File: src/rtl/note_window_loader.sv
// rtl/note_window_loader.sv - per-frame note window scanner with tear-free double buffer
module note_window_loader #(
  parameter int DISPLAYED_BEATS    = 4,
  parameter int SIMULTANEOUS_NOTES = 4,
  parameter int BEAT_BITS          = 8,
  parameter int NOTE_BITS          = 6,
  parameter int ADDR_BITS          = 10,
  parameter int NOTE_STATE_BITS    = NOTE_BITS + 2*BEAT_BITS,
  parameter int NOTES_STATE_SIZE   = 2*DISPLAYED_BEATS*SIMULTANEOUS_NOTES
) (
  input  logic                       clk,
  input  logic                       rst,
  input  logic                       frame_start,
  input  logic [BEAT_BITS-1:0]       cur_beat,
  input  logic                       reset_player,
  output logic [ADDR_BITS-1:0]       mem_addr,
  input  logic [NOTE_STATE_BITS-1:0] mem_data,
  output logic [NOTE_STATE_BITS-1:0] notes [NOTES_STATE_SIZE],
  output logic                       valid,
  output logic                       busy,
  output logic                       overrun
);

  localparam int IDX_W = $clog2(NOTES_STATE_SIZE);
  localparam int CNT_W = $clog2(NOTES_STATE_SIZE + 1);

  typedef enum logic [1:0] {IDLE, SCAN, DONE} state_t;

  state_t                     state_q;
  logic [NOTE_STATE_BITS-1:0] active_q [NOTES_STATE_SIZE];
  logic [NOTE_STATE_BITS-1:0] shadow_q [NOTES_STATE_SIZE];
  logic [ADDR_BITS-1:0]       mem_addr_q;
  logic [BEAT_BITS-1:0]       wbeg_q;
  logic [BEAT_BITS:0]         wend_q;
  logic [CNT_W-1:0]           count_q;
  logic                       fetched_q;
  logic                       valid_q;
  logic                       busy_q;
  logic                       overrun_q;

  logic [BEAT_BITS-1:0] ent_start;
  logic [BEAT_BITS-1:0] ent_dur;
  logic [BEAT_BITS:0]   ent_end;
  logic                 is_term;
  logic                 past_window;
  logic                 hit;
  logic                 full_after;
  logic                 last_addr;
  logic                 stop;

  // Decode the entry returned for the previous address and decide include/stop.
  // The address being evaluated is mem_addr_q-1, so mem_addr_q==0 means the
  // top address is under evaluation.
  always_comb begin
    ent_start   = mem_data[2*BEAT_BITS-1 -: BEAT_BITS];
    ent_dur     = mem_data[BEAT_BITS-1:0];
    ent_end     = {1'b0, ent_start} + {1'b0, ent_dur};
    is_term     = (ent_dur == '0);
    past_window = ({1'b0, ent_start} >= wend_q);
    hit         = !is_term && !past_window && (ent_end > {1'b0, wbeg_q});
    full_after  = hit && (count_q == CNT_W'(NOTES_STATE_SIZE - 1));
    last_addr   = (mem_addr_q == '0);
    stop        = is_term || past_window || full_after || last_addr;
  end

  // Scan FSM: every state restarts a scan on frame_start; DONE also publishes
  // the shadow buffer, SCAN flags an overrun. reset_player overrides all.
  always_ff @(posedge clk or negedge rst) begin
    if (!rst) begin
      state_q    <= IDLE;
      mem_addr_q <= '0;
      wbeg_q     <= '0;
      wend_q     <= '0;
      count_q    <= '0;
      fetched_q  <= 1'b0;
      valid_q    <= 1'b0;
      busy_q     <= 1'b0;
      overrun_q  <= 1'b0;
      for (int i = 0; i < NOTES_STATE_SIZE; i++) begin
        active_q[i] <= '0;
        shadow_q[i] <= '0;
      end
    end else begin
      overrun_q <= 1'b0;
      if (reset_player) begin
        state_q    <= IDLE;
        mem_addr_q <= '0;
        count_q    <= '0;
        fetched_q  <= 1'b0;
        valid_q    <= 1'b0;
        busy_q     <= 1'b0;
        for (int i = 0; i < NOTES_STATE_SIZE; i++) begin
          active_q[i] <= '0;
          shadow_q[i] <= '0;
        end
      end else if (frame_start) begin
        if (state_q == SCAN) begin
          overrun_q <= 1'b1;
        end
        if (state_q == DONE) begin
          for (int i = 0; i < NOTES_STATE_SIZE; i++) begin
            active_q[i] <= shadow_q[i];
          end
          valid_q <= 1'b1;
        end
        for (int i = 0; i < NOTES_STATE_SIZE; i++) begin
          shadow_q[i] <= '0;
        end
        wbeg_q     <= cur_beat;
        wend_q     <= {1'b0, cur_beat} + (BEAT_BITS+1)'(DISPLAYED_BEATS);
        count_q    <= '0;
        mem_addr_q <= '0;
        fetched_q  <= 1'b0;
        busy_q     <= 1'b1;
        state_q    <= SCAN;
      end else if (state_q == SCAN) begin
        mem_addr_q <= mem_addr_q + ADDR_BITS'(1);
        fetched_q  <= 1'b1;
        if (fetched_q) begin
          if (hit) begin
            shadow_q[count_q[IDX_W-1:0]] <= mem_data;
            count_q                      <= count_q + CNT_W'(1);
          end
          if (stop) begin
            state_q <= DONE;
            busy_q  <= 1'b0;
          end
        end
      end
    end
  end

  assign mem_addr = mem_addr_q;
  assign notes    = active_q;
  assign valid    = valid_q;
  assign busy     = busy_q;
  assign overrun  = overrun_q;

endmodule

File: config.mk
export PLATFORM = sky130hd
export DESIGN_NAME = note_window_loader
export DESIGN_NICKNAME = d
export VERILOG_FILES = /design/src/rtl/note_window_loader.sv
export SDC_FILE = /design/constraint.sdc
export NUM_CORES = 2
export LEC_CHECK = 0
export ABC_CLOCK_PERIOD_IN_PS = 2900
export BUFFER_PORTS_ARGS = -buffer_cell sky130_fd_sc_hd__buf_2
export CAP_MARGIN = 20
export CORE_UTILIZATION = 30
export DETAILED_ROUTE_END_ITERATION = 10
export PLACE_DENSITY = 0.48
export SLEW_MARGIN = 20
export SYNTH_ARGS = -nofsm -noshare
export SYNTH_HDL_FRONTEND = slang
export SYNTH_SLANG_ARGS = --single-unit
File: constraint.sdc
create_clock -name clk -period 2.9 [get_ports clk]
set_input_delay 0.87 -clock clk [delete_from_list [all_inputs] [get_ports clk]]
set_output_delay 0.87 -clock clk [all_outputs]
set_load 0.005 [all_outputs]
==> out/results.ini <==
[final_layout]
fin_nets=5184
fin_util_pct=38.41
fin_area_sq_mm=0.07055
area_growth_pct=26.80
drive_above_1_share_pct=26.20
fin_cells=7712

[global_route]
grt_pass1_vias=39080
grt_pass1_wl_um=297800
grt_use_total_pct=22.11
grt_max_degree=111
grt_overflow=0
antenna_found_initial=17

[logic_synthesis]
ys_types=45
syn_nets=4377
yosysWarningCount=0
synthArstFlopShare_pct=100.0
synth_common_cells=dfrtp_1, a22o_1, nand2_1, mux2i_1, clkbuf_1
synth_area_sq_mm=0.05564
ys_top_cells_by_area=dfrtp_1, mux2i_1, a22o_1
yosysMostFrequentCell=dfrtp_1
synth_edf_count=0
synth_cells=4311
syn_avg_cell_area_sq_um=12.91
yosysTopAreaCell=dfrtp_1
ys_seq_area_share_pct=64.94
ys_ff_latch=1444
yosysTopAreaCellShare_pct=64.94
synth-main-ff-cell=dfrtp_1

[run]
drv_cap=0

[sta]
period_minus_slack_ps=3495
max_slew_margin_pct=48.13
setup_viol=712
grt_setup_unrepaired=true
post-route-worst-setup-slack_ps=-594.6
finalClockSkew_ps=27.05
hold_viol=0
setup-tns-final_ps=-338850
drv_slew=0
tightest_slew_ps=778.1
hold-worst-slack_ps=292.8
fin_crit_sh_pct=120.5
fmax_mhz=286.2

[clock_network]
htree_levels=4
cts_made_buffers=162
cts_tree=done
clk_pin_slew_ps=60
clockBufferDepth=3
root_buffer=clkbuf_16
insertion_delay_ps=810
clock-sinks=1444

[power]
ir_drop_mv=0.4125
p_int_mw=32.69
switching_share_pct=23.94
seqPwrFrac_pct=47.0
totalPowerFinal_mw=42.99
power_switching_mw=10.29
pwr-share-comb_pct=5.3
p_per_area_mw_per_mm2=609.3
p_clk_share_pct=47.7
p_leak_nw=38.86

[floorplan]
fp.dieW_um=432.7
initial_utilization_pct=30.29
num_io_pins=751
coreArea_sq_mm=0.1837
die_area_sq_mm=0.1872
num_rows=157
die-height_um=432.7

[route]
wl_per_cell_um=27.32
finalWirelength_um=210700
drtIter0Drc=2864
postRouteAntennaNets=0
drc_errors=0
vias=38500
viasPerCell=4.992
first_pass_iters=5

[run_status]
failed_checks=setup timing
run_status=complete, but fails checks

[critical_path]
cp_max_fo=11
critPathRequiredTime_ps=3560
worstPathArrival_ps=4150
endpoint_kind=flip-flop
cp-start-kind=primary input
path_class=in -> reg

[place]
place_hpwl_um=132700
placed_cells=7367
io_buffer_count=750
place_ws_ps=-1710
post_dp_cell_area_sq_mm=0.06407
gp_congestion=0.8081

[hold_path]
hold_path_class=in -> reg

[routing by layer]
metal	wire (um)	vias to the layer above	global-route usage (%)
li1	-	16890	-
met1	92240	20270	29.84
met2	102100	1083	35.82
met3	10150	259	4.070
met4	6206	0	7.040
met5	0	-	0
[power groups by stage]
stage,sequential (mW),combinational [mW],clock (mW)
3_5_place_dp,20.6,2.26,0
5_1_grt,20.2,2.46,21.8
4_1_cts,20.2,2.32,21.1
3_3_place_gp,20.6,2.27,0
2_1_floorplan,20.6,0.828,0
6_report,20.2,2.27,20.5
[registers in the layout (all words and copies together), names as in the netlist]
register   count
fetched_q      1
wbeg_q         8
valid          1
mem_addr      10
wend_q         7
notes        704
shadow_q     704
state_q        2
count_q        6
overrun        1
[worst max-delay path, cell delays in order]
cell	delay (ps)
buf_8	110
ha_4	220
a21o_1	180
a21oi_2	170
o21ai_2	100
o41ai_2	240
xnor2_1	130
ha_1	310
inv_1	50
o211ai_1	170
o211a_1	240
o31ai_4	70
buf_6	160
buf_12	140
or4_4	560
bufbuf_16	310
mux2i_1	110
[cell usage in the layout, fill, tap and decap left out, types with 4 or more instances in the layout]
| master | instances |
|---|---|
| a21oi_1 | 57 |
| a22o_1 | 704 |
| buf_12 | 95 |
| buf_16 | 22 |
| buf_2 | 745 |
| buf_4 | 159 |
| buf_6 | 13 |
| bufinv_16 | 5 |
| clkbuf_1 | 40 |
| clkbuf_16 | 171 |
| clkbuf_8 | 44 |
| clkinv_2 | 20 |
| clkinv_8 | 5 |
| dfrtp_1 | 1444 |
| diode_2 | 7 |
| ha_1 | 28 |
| inv_1 | 28 |
| inv_6 | 4 |
| mux2i_1 | 660 |
| nand2_1 | 673 |
| nand2_2 | 21 |
| nand2b_1 | 8 |
| nand3_1 | 51 |
| nand4_1 | 7 |
| nor2_1 | 87 |
| nor2b_1 | 6 |
| nor3_1 | 8 |
| o21ai_0 | 16 |
| o21ai_1 | 4 |
| or3_1 | 4 |
| or4_1 | 4 |
| or4_4 | 24 |
| xnor2_1 | 8 |
| xor2_1 | 9 |
[path summary, 6_finish.rpt]
path	depth (start not counted)	start	slack, ps	to
max in group asynchronous	3	rst	1250	notes[139]
setup reg to reg	11	wend_q[2]	-20	shadow_q[494]
setup / recovery	17	mem_data[9]	-590	shadow_q[494]
hold reg to reg	1	shadow_q[345]	480	notes[345]
hold / removal	2	cur_beat[2]	290	wend_q[2]
min in group asynchronous	2	rst	570	notes[76]
[area by class of cell]
class,instances,area (sq um)
Fill cell,17620,113100
Timing Repair Buffer,1046,7849
Clock inverter,40,449.2
Inverter,29,108.9
Sequential cell,1444,36130
Multi-Input combinational cell,2435,18070
Tap cell,2464,3083
Antenna cell,7,17.52
Clock buffer,247,4835
[kinds of logic after synthesis]
family	after synthesis	synth area share, %
xor gates and xnor gates	17	0.2676
and+or+nand+nor	912	6.672
AOI/OAI and AO/OA	814	12.26
adders and majority gates	32	0.7331
DFF	1444	64.94
buffers and inverters	432	3.249
muxes	660	11.87
[what timing repair did]
item / 4_1_cts / 5_1_grt
hold buffers: 1 / 0
buffers inserted: 17 / 3
cloned: 23 / 11
endpoints found under the setup margin: 712 / 712
pin swaps: 17 / 8
resized for setup: 60 / 10
endpoints found under the hold margin: 20 / 0
(Power assumes the default switching activity.)
